File: config.mk
export PLATFORM = sky130hd
export DESIGN_NAME = store_buffer
export DESIGN_NICKNAME = d
export VERILOG_FILES = /design/src/rtl/store_buffer_pkg.sv /design/src/rtl/store_buffer_be_decode.sv /design/src/rtl/store_buffer.sv
export SDC_FILE = /design/constraint.sdc
export NUM_CORES = 1
export LEC_CHECK = 0
export BUFFER_PORTS_ARGS = -buffer_cell sky130_fd_sc_hd__buf_2
export CORE_ASPECT_RATIO = 1.4
export CORE_MARGIN = 2
export CORE_UTILIZATION = 55
export CTS_CLUSTER_DIAMETER = 30
export DETAILED_ROUTE_END_ITERATION = 8
export PLACE_DENSITY = 0.77
export REMOVE_ABC_BUFFERS = 1
export SLEW_MARGIN = 5
export SYNTH_ARGS = -nofsm -noshare
export SYNTH_HDL_FRONTEND = slang
export SYNTH_SLANG_ARGS = --single-unit
export TNS_END_PERCENT = 5
File: constraint.sdc
create_clock -name clk -period 3.5 [get_ports clk]
set_clock_uncertainty 0.2 [all_clocks]
set_input_delay 0.175 -clock clk [delete_from_list [all_inputs] [get_ports clk]]
set_output_delay 0.175 -clock clk [all_outputs]
set_load 0.1 [all_outputs]
File: src/rtl/store_buffer_pkg.sv
// Shared types for the store buffer: store-width encodings, drain FSM states, FIFO entry layout.
// No logic; latency and backpressure are not applicable.
package store_buffer_pkg;

  localparam logic [1:0] SEL_WORD = 2'b00;
  localparam logic [1:0] SEL_HALF = 2'b01;
  localparam logic [1:0] SEL_BYTE = 2'b10;
  localparam logic [1:0] SEL_INV  = 2'b11;

  typedef enum logic {
    IDLE = 1'b0,
    REQ  = 1'b1
  } state_e;

  typedef struct packed {
    logic [29:0] addr;
    logic [31:0] wdata;
    logic [3:0]  be;
  } entry_t;

endpackage

File: src/rtl/store_buffer_be_decode.sv
// Byte-enable decode from store width and low address bits; an all-zero result marks a misaligned/invalid store.
// Latency: combinational; backpressure: none.
module be_decode
  import store_buffer_pkg::*;
(
  input  logic [1:0] sel,
  input  logic [1:0] lo,
  output logic [3:0] be
);

  always_comb begin
    be = 4'b0000;
    case (sel)
      SEL_WORD: be = 4'b1111;
      SEL_HALF: begin
        if (lo == 2'd0)      be = 4'b0011;
        else if (lo == 2'd2) be = 4'b1100;
        else                 be = 4'b0000;
      end
      SEL_BYTE: be = 4'b0001 << lo;
      default:  be = 4'b0000;
    endcase
  end

endmodule

File: src/rtl/store_buffer.sv
// Posted-store FIFO drained to data memory by a two-state req/ack FSM, with a load-word hazard compare.
// Latency: a store into an empty buffer raises mem_req two cycles later; backpressure: st_ready drops while full.
module store_buffer
  import store_buffer_pkg::*;
#(
  parameter int DEPTH = 4
) (
  input  logic        clk,
  input  logic        reset,
  input  logic        st_valid,
  input  logic [31:0] st_addr,
  input  logic [31:0] st_wdata,
  input  logic [1:0]  st_sel,
  output logic        st_ready,
  input  logic        ld_valid,
  input  logic [31:0] ld_addr,
  output logic        ld_stall,
  output logic        mem_req,
  output logic [31:0] mem_addr,
  output logic [31:0] mem_wdata,
  output logic [3:0]  mem_be,
  input  logic        mem_ack,
  output logic        empty,
  output logic        misalign_err
);

  localparam int AW = $clog2(DEPTH);
  localparam int CW = AW + 1;

  entry_t            ent_q [DEPTH];
  logic [AW-1:0]     wr_ptr;
  logic [AW-1:0]     rd_ptr;
  logic [CW-1:0]     count;
  logic [CW-1:0]     count_nxt;
  state_e            state;
  state_e            state_nxt;
  logic [3:0]        st_be;
  logic              push;
  logic              drop;
  logic              pop;
  entry_t            head;
  logic [DEPTH-1:0]  ent_vld;
  logic              hit;
  logic              unused_ld_lo;

  be_decode u_be_decode (
    .sel (st_sel),
    .lo  (st_addr[1:0]),
    .be  (st_be)
  );

  // Ready comes from the registered count only, so a same-cycle pop never frees a slot while full.
  assign st_ready = (count != CW'(DEPTH));
  assign push     = st_valid && st_ready && (st_be != 4'b0000);
  assign drop     = st_valid && st_ready && (st_be == 4'b0000);
  assign pop      = (state == REQ) && mem_ack;
  assign head     = ent_q[rd_ptr];
  assign empty    = (count == '0) && (state == IDLE);

  always_comb begin
    count_nxt = count;
    case ({push, pop})
      2'b10:   count_nxt = count + CW'(1);
      2'b01:   count_nxt = count - CW'(1);
      default: count_nxt = count;
    endcase
  end

  always_ff @(posedge clk) begin
    if (!reset) begin
      wr_ptr       <= '0;
      rd_ptr       <= '0;
      count        <= '0;
      misalign_err <= 1'b0;
      state        <= IDLE;
    end else begin
      if (push) wr_ptr <= wr_ptr + AW'(1);
      if (pop)  rd_ptr <= rd_ptr + AW'(1);
      count        <= count_nxt;
      misalign_err <= drop;
      state        <= state_nxt;
    end
  end

  // Entry storage carries no reset; validity is tracked solely by the pointers and count.
  always_ff @(posedge clk) begin
    if (push) ent_q[wr_ptr] <= '{addr: st_addr[31:2], wdata: st_wdata, be: st_be};
  end

  always_comb begin
    state_nxt = state;
    mem_req   = 1'b0;
    mem_addr  = 32'h0;
    mem_wdata = 32'h0;
    mem_be    = 4'b0000;
    case (state)
      IDLE: begin
        if (count != '0) state_nxt = REQ;
      end
      REQ: begin
        mem_req   = 1'b1;
        mem_addr  = {head.addr, 2'b00};
        mem_wdata = head.wdata;
        mem_be    = head.be;
        if (pop) state_nxt = (count_nxt != '0) ? REQ : IDLE;
      end
      default: state_nxt = IDLE;
    endcase
  end

  // An entry is live when its distance from the head is below count; the head being drained counts too.
  always_comb begin
    ent_vld = '0;
    hit     = 1'b0;
    for (int i = 0; i < DEPTH; i++) begin
      ent_vld[i] = ({1'b0, AW'(AW'(i) - rd_ptr)} < count);
      if (ent_vld[i] && (ent_q[i].addr == ld_addr[31:2])) hit = 1'b1;
    end
  end

  assign ld_stall     = ld_valid && hit;
  assign unused_ld_lo = ^ld_addr[1:0];

endmodule

Yosys cells after proc, flatten, opt, wreduce, memory -nomap -nowiden
Memory sizes are Yosys's and may differ from the RTL's. A register that Yosys moved wholly into a read port is not among the register bits.
Index checks and enable logic that the tools add are counted.
{"block": "op_classes", "bitwise": 1, "magnitude_cmp": 4, "n_reduce_logical": 17, "n_mux": 20, "eq_ne": 10, "n_shift": 1, "n_addsub": 8}
{"operator": "$eq 30x30->1", "n": 4}
{"operator": "$mux 32", "n": 2}
{"operator": "$lt 2x3->1", "n": 4}
{"operator": "$mux 4", "n": 3}
{"operator": "$pmux 4 s3", "n": 1}
{"operator": "$logic_and 1x1->1", "n": 10}
{"operator": "$mux 1", "n": 10}
{"operator": "$eq 2x2->1 const B", "n": 3}
{"operator": "$pmux 3 s2", "n": 1}
{"operator": "$reduce_bool 3->1", "n": 2}
{"operator": "$add 2x1->2 const B", "n": 2}
{"operator": "$eq 2x1->1 const B", "n": 2}
{"operator": "$logic_not 2->1", "n": 2}
{"operator": "$logic_not 4->1", "n": 1}
{"operator": "$mux 2", "n": 2}
{"operator": "$reduce_bool 4->1", "n": 1}
{"operator": "$shl 1x2->4 const A", "n": 1}
{"operator": "$sub 1x2->2 const A", "n": 2}
{"operator": "$sub 2x2->2 const A", "n": 2}
{"operator": "$add 3x1->3 const B", "n": 1}
{"operator": "$logic_not 3->1", "n": 1}
{"operator": "$ne 3x3->1 const B", "n": 1}
{"operator": "$sub 3x1->3 const B", "n": 1}
{"operator": "$pmux 1 s2", "n": 1}
{"operator": "$not 1->1", "n": 1}
{"block": "word_totals", "ram_bits": 264, "output_inout_bits": 73, "n_memories": 1, "inputBits": 103, "elab_cells": 67, "reg_bits": 9}
{"memory": "ent_q", "words": 4, "width": 66, "read_ports": 5, "rd_ports_with_merged_regs": 1, "wr": 1, "line": "store_buffer.sv:30", "source": "entry_t ent_q [DEPTH];"}

Longest topological paths before layout
Gate-level depths: netlist of the first run.
{"block": "depth", "depth_word": 12, "mapped_depth": 12}

By module
Synthesis of the first run repeated with hierarchy kept, for this count alone.
{"block": "hier_totals", "hier_cells": 668, "area_unflattened_um2": 12011.5}
{"module": "store_buffer", "instances": 1, "area_each_um2": 11957.7, "cells_per_inst": 661, "seq_area_each_um2": 8147.8}
{"module": "be_decode", "instances": 1, "area_each_um2": 53.8, "cells_per_inst": 7, "seq_area_each_um2": 0.0}

Least setup slack after synthesis of the first run
OpenSTA, ideal clock, no wires.
{"block": "synth_path", "path_type": "register to register", "startpoint": "register state", "endpoint": "register state", "path_slack_ns": -0.709, "path_buffers": 0, "path_stages_with_launch": 3, "setup_time_ns": 0.303, "arrival_ns": 3.706, "t_required_ns": 2.997, "path_cell_list": "dfxtp_1 -> nor4_1 -> a311oi_1"}
{"block": "synth_via", "elab_chain_cells": 7}
{"element": "start, declared", "line": "store_buffer.sv:35", "source": "state_e state;"}
{"element": "start signal, assigned", "line": "store_buffer.sv:81", "source": "state <= state_nxt;"}
{"element": "$logic_and 1x1->1", "line": "store_buffer.sv:56", "source": "assign pop = (state == REQ) && mem_ack;"}
{"element": "$eq 2x1->1 or $eq 2x2->1 (tied branches)", "line": "store_buffer.sv:62", "source": "case ({push, pop})"}
{"element": "$pmux 3 s2", "line": "store_buffer.sv:62"}
{"element": "$reduce_bool 3->1", "line": "store_buffer.sv:105", "source": "if (pop) state_nxt = (count_nxt != '0) ? REQ : IDLE;"}
{"element": "$mux 1 (2 in series)", "line": "store_buffer.sv:105"}
{"element": "$pmux 1 s2 *", "line": "store_buffer.sv:96", "source": "case (state)"}
Every way passes the cells marked *; elsewhere a longest branch is shown, timed or not.
A chain may end at the register's enable or synchronous reset.

==> metrics, run 1 <==
Worst-Margin Slew 0.7356 ns; Inst Count DP 1088; maximum vdd drop 0.0007423 V; Die Ht 178.5 µm; most frequent cell after synthesis edfxtp_1; final slew viol count 0; die footprint 22970 µm²; Top FF cell, synth edfxtp_1; CORE AREA 21280 µm²; worst path bufs/invs 1; post-synthesis sequential area ratio 68.08%; largest net degree at the start of global routing 69; WP data required 3.12 ns; placed instance area 13200 µm²; # resized after CTS 0; Tmin final 3.340 ns; Worst-Skew Late Latency 0.50 ns; multi-input logic area 3664 µm²; Die Wd 128.7 µm; Core Rows 63; drt initial violations 514; critical path peak fanout 2; Setup CP Type flip-flop to output port; via/cell ratio 5.701; Synth top cells by count edfxtp_1, xor2_1, and2_1; WL/cell 22.63 µm; PortBufs 171; CTS buffer count 42; vias in the first global route 7820; Hold Path Class primary input to flip-flop; Worst-path clk slew 0.06 ns; Yosys top cell area share 66.24%; GRT Total Usage 25.09%; initial antenna violation count 4; FFs w/ async S/R, synth 0%; Syn Inst Count 668; clk root buf clkbuf_16; first-pass GRT wire length 42650 µm; Crit. End Element output port; worst stage delay on the critical path 0.52 ns; number of flops mapped to enable cells by yosys 264; Max Root-Sink Buffers 3; syn avg cell area 17.92 µm²; total design power 0.01161 W; Power Density 755.1 nW/µm²; crit path cell chain xor2_1 > nor4_1 > nand4_1 > a2111oi_0 > or4_1 > buf_2; Yosys top cell by area edfxtp_1; crit start category flip-flop; RD Place Congestion 0.8771; Max-cap violations 0; via count 7064; outcome complete, no violations; period utilisation layout 95.44%; H-tree depth 2; Ports 176; # setup viols final 0; Ys Warns 0; CTS sink count 275; design area 15380 µm²; #FFs+latches synth 275; DR DRC count 0; HPWL Detailed 17640 µm; critical path's top delay family simple AND/OR/NAND/NOR gates; post-route ant nets 0; share of post-route cells with drive strength above 1 33.33%; worst hold margin 0.2112 ns; Cell variety after synth 31; ranking of synthesized cells by area edfxtp_1, mux4_2, xor2_1; worst slew margin relative to its limit 50.96%; CP max stage cell nor4_1; Layout Cells excl Fill 1239; max frequency 0.2994 GHz; drt pass-1 iters 5; worst endpoint data arrival time 2.97 ns; filler cell count in the final layout 1328; Fin. Hold Viols 0; global route overflow 0; drt total wl 28040 µm; Layout Nets 1057; Pleak 5.612 nW; CTS tree built; post-synthesis cell area 11970 µm²; area grow syn2layout 28.48%; Reg area 8154 µm²; unrepaired setup endpoints after global routing false; initial core utilization 56.23%
power by group:
part,internal (W),total (W),switching [W]
Clock,0.00274,0.00422,0.00148
Sequential,0.00379,0.00391,0.000118
Combinational,0.000842,0.00348,0.00264
Total,0.00737,0.0116,0.00424
placed cells by master, fill, tap and decap left out, types with 5 or more instances in the layout:
cell,n
mux4_2,66
inv_1,11
dfxtp_1,8
xor2_1,114
a21oi_1,6
nor3_1,5
clkinv_2,6
nor4_1,25
nand2_1,5
ha_1,9
nand4_1,8
nor2_1,11
inv_6,5
buf_2,171
buf_4,8
clkbuf_16,45
clkbuf_1,9
bufinv_16,5
dlygate4sd3_1,72
edfxtp_1,264
and2_1,67
buf_12,5
xnor2_1,13
what timing repair did:
action                                 4_1_cts  5_1_grt
endpoints found under the hold margin      275        0
hold buffers                                72        0
buffers inserted                             0        0
per-layer routing:
layer | global-route usage [%] | part of all wire, % | up-vias
li1 | - | - | 3153
met1 | 29.44 | 37 | 3574
met2 | 43.98 | 53 | 262
met3 | 5.969 | 6.2 | 71
met4 | 10.91 | 3.2 | 4
met5 | 0 | 0.086 | -
worst paths after layout:
kind                     start            to  slack (ns)  cells past startpoint
setup reg to reg      count[0]         state        0.87                     11
setup / recovery  ent_q[0][55]      ld_stall        0.16                      6
hold reg to reg      wr_ptr[1]     wr_ptr[1]        0.38                      2
hold / removal    st_wdata[20]  ent_q[0][24]        0.21                      2
layout make-up:
| type | instances | area share (%) |
|---|---|---|
| antenna | 1 | 0.01627 |
| clock buffer | 54 | 7.543 |
| clock inverter | 24 | 1.880 |
| inverter | 12 | 0.2929 |
| multi-input combinational | 357 | 23.83 |
| sequential | 275 | 53.03 |
| tap | 260 | 2.116 |
| timing repair buffer | 256 | 11.29 |
state kept, by name, indices dropped and copies added, names as in the netlist, named ones only:
name and cells:
wr_ptr 2, state 1, ent_q 264, count 3, misalign_err 1, rd_ptr 2
stage by stage:
step	util (%)	worst slack [ns]	setup TNS [ns]
2_1_floorplan	-	-1.125	-130.39
3_3_place_gp	62.04	0.8697	0
3_5_place_dp	62.04	0.8006	0
4_1_cts	72.23	0.2064	0
5_1_grt	72.25	0.03714	0
6_report	72.25	0.1596	0
cell families after synthesis:
kind of cell	synth area share (%)
other	0.03133
adders and majority gates	1.108
DFF	68.08
buffers and inverters	1.422
xor gates and xnor gates	9.294
AOI/OAI and AO/OA	1.035
muxes	12.60
and+or+nand+nor	6.430
Power figures use the tool's default switching activity.
==> inputs of run 2 (changes only) <==
--- a/config.mk
+++ b/config.mk
@@ -16,5 +16,6 @@
 export SLEW_MARGIN = 5
 export SYNTH_ARGS = -nofsm -noshare
 export SYNTH_HDL_FRONTEND = slang
+export SYNTH_HIERARCHICAL = 1
 export SYNTH_SLANG_ARGS = --single-unit
 export TNS_END_PERCENT = 5
==> metrics, run 2 <==
die footprint 23050 µm²; Ys Warns 6; Yosys top cell by area edfxtp_1; Synth top cells by count edfxtp_1, xor2_1, and2_1; H-tree depth 2; initial antenna violation count 5; largest net degree at the start of global routing 59; CP max stage cell dlygate4sd3_1; commonest non-fill, non-tap cell in the layout edfxtp_1; FFs w/ async S/R, synth 0%; first-pass GRT wire length 41630 µm; Top FF cell, synth edfxtp_1; Place WS 0.3810 ns; DR DRC count 0; setup TNS 0 ns; clk root buf clkbuf_16; PortBufs 171; worst slew margin relative to its limit 62.16%; Layout Nets 1052; Pleak 5.545 nW; Ports 176; RD Place Congestion 0.8997; drt pass-1 iters 5; most frequent cell after synthesis edfxtp_1; Worst-path clk slew 0.05 ns; Fin. Hold Viols 0; worst stage delay on the critical path 0.53 ns; total design power 0.01130 W; max frequency 0.3146 GHz; filler cell count in the final layout 1406; crit path cell chain dlygate4sd3_1 > buf_2 > a21oi_1 > o2bb2ai_1 > nor4_1 > nor2_1 > inv_1 > ha_1 > inv_1 > fa_1 > xor2_1 > nor2_1 > xnor2_1 > a311oi_1; Worst-Margin Slew 0.5675 ns; outcome complete, no violations; ranking of synthesized cells by area edfxtp_1, mux4_2, xor2_1; Worst-Skew Late Latency 0.50 ns; initial core utilization 55.56%; critical path peak fanout 6; Die Wd 128.9 µm; maximum vdd drop 0.0004479 V; Yosys top cell area share 66.00%; Core Rows 64; HPWL Detailed 18340 µm; period utilisation layout 90.81%; Die Ht 178.9 µm; post-synthesis cell area 12010 µm²; final slew viol count 0; drt total wl 27760 µm; Max Root-Sink Buffers 3; Hold Path Class primary input to flip-flop; GRT Total Usage 24.45%; Max-cap violations 0; WL/cell 22.48 µm; worst endpoint data arrival time 3.38 ns; CTS buffer count 39; Setup CP Type primary input to flip-flop; global route overflow 0; share of post-route cells with drive strength above 1 33.37%; most frequent cells in the layout edfxtp_1, buf_2, xor2_1, dlygate4sd3_1, and2_1; via/cell ratio 5.691; # setup viols final 0; Setup WS post-layout 0.3218 ns; via count 7028; Crit. End Element flip-flop; WP data required 3.71 ns; post-route ant nets 0; Power Density 740.9 nW/µm²; Post-CTS Setup Bufs 0; biggest regs ent_q: 264 flops, count: 3 flops; post-synthesis sequential area ratio 67.83%; Tmin final 3.178 ns; number of flops mapped to enable cells by yosys 264; syn avg cell area 17.98 µm²; # resized after CTS 0; crit start category primary input; Cell variety after synth 31; vias in the first global route 7561; #FFs+latches synth 275; area grow syn2layout 26.98%; CTS tree built; Largest register FFs 264; unrepaired setup endpoints after global routing false; CORE AREA 21620 µm²; largest reg by FF count ent_q; drt initial violations 546; CTS Hold Buffers Added 69; Syn Inst Count 668; CTS sink count 275
==> run 2: path summary, 6_finish.rpt <==
kind	startpoint	to	slack [ns]	cells after the start
max	st_sel[1]	state	0.32	14
min	st_addr[0]	ent_q[1][0]	0.02	3
max reg2reg	count[0]	state	0.82	11
min reg2reg	wr_ptr[1]	wr_ptr[1]	0.39	2
==> run 2: kinds of logic (layout without fill, tap and decap cells) <==
logic type               count (synthesis)  count (layout)  synth area share (%)
multiplexers                            68              68                 12.54
adder cells (fa/ha/maj)                 10              10                 1.104
XOR/XNOR                               127             127                 9.260
AO/OA/AOI/OAI                           18              18                 1.104
AND/OR/NAND/NOR                        133             133                 6.615
other                                    1               5               0.03122
flip-flops                             275             275                 67.83
buffers and inverters                   36             335                 1.510
==> run 2: power by group <==
part	switching (W)	internal, W	total, W
logic	0.00242	0.000866	0.00329
clock network	0.00140	0.00249	0.00389
registers	0.000200	0.00392	0.00412
==> run 2: worst max-delay path: cells and delay by family <==
family | cells | cell delay, ns
compound gates | 3 | 0.57
xor+xnor | 2 | 0.27
fa+ha+maj | 2 | 0.58
buf+inv | 4 | 0.93
simple gates | 3 | 0.84
==> run 2: final cells by class <==
type | instances | area, µm² | area share (%)
timing repair buffer | 253 | 1694 | 11.11
antenna | 3 | 7.507 | 0.04922
multi-input combinational | 358 | 3696 | 24.23
sequential | 275 | 8157 | 53.48
clock buffer | 46 | 1065 | 6.981
inverter | 12 | 45.04 | 0.2953
clock inverter | 24 | 257.7 | 1.690
tap | 264 | 330.3 | 2.166
==> run 2: stage by stage <==
step | util (%) | hold slack, ns | area (µm²) | std cells
after global placement | 61.20 | 0.1844 | 13230 | 1093
after detailed placement | 61.20 | 0.1902 | 13230 | 1093
after CTS | 70.51 | 0.01397 | 15240 | 1232
final | 70.54 | 0.01588 | 15250 | 1235
after global routing | 70.53 | 0.05306 | 15250 | 1234
after floorplan | - | 0.07387 | 11880 | 645
==> run 2: layer usage <==
metal	share of wire (%)	vias to the layer above	track usage, %
met5	0.097	-	0
met4	3.5	4	9.828
li1	-	3149	-
met3	5.7	75	4.178
met2	53	259	43.87
met1	37	3541	29.27
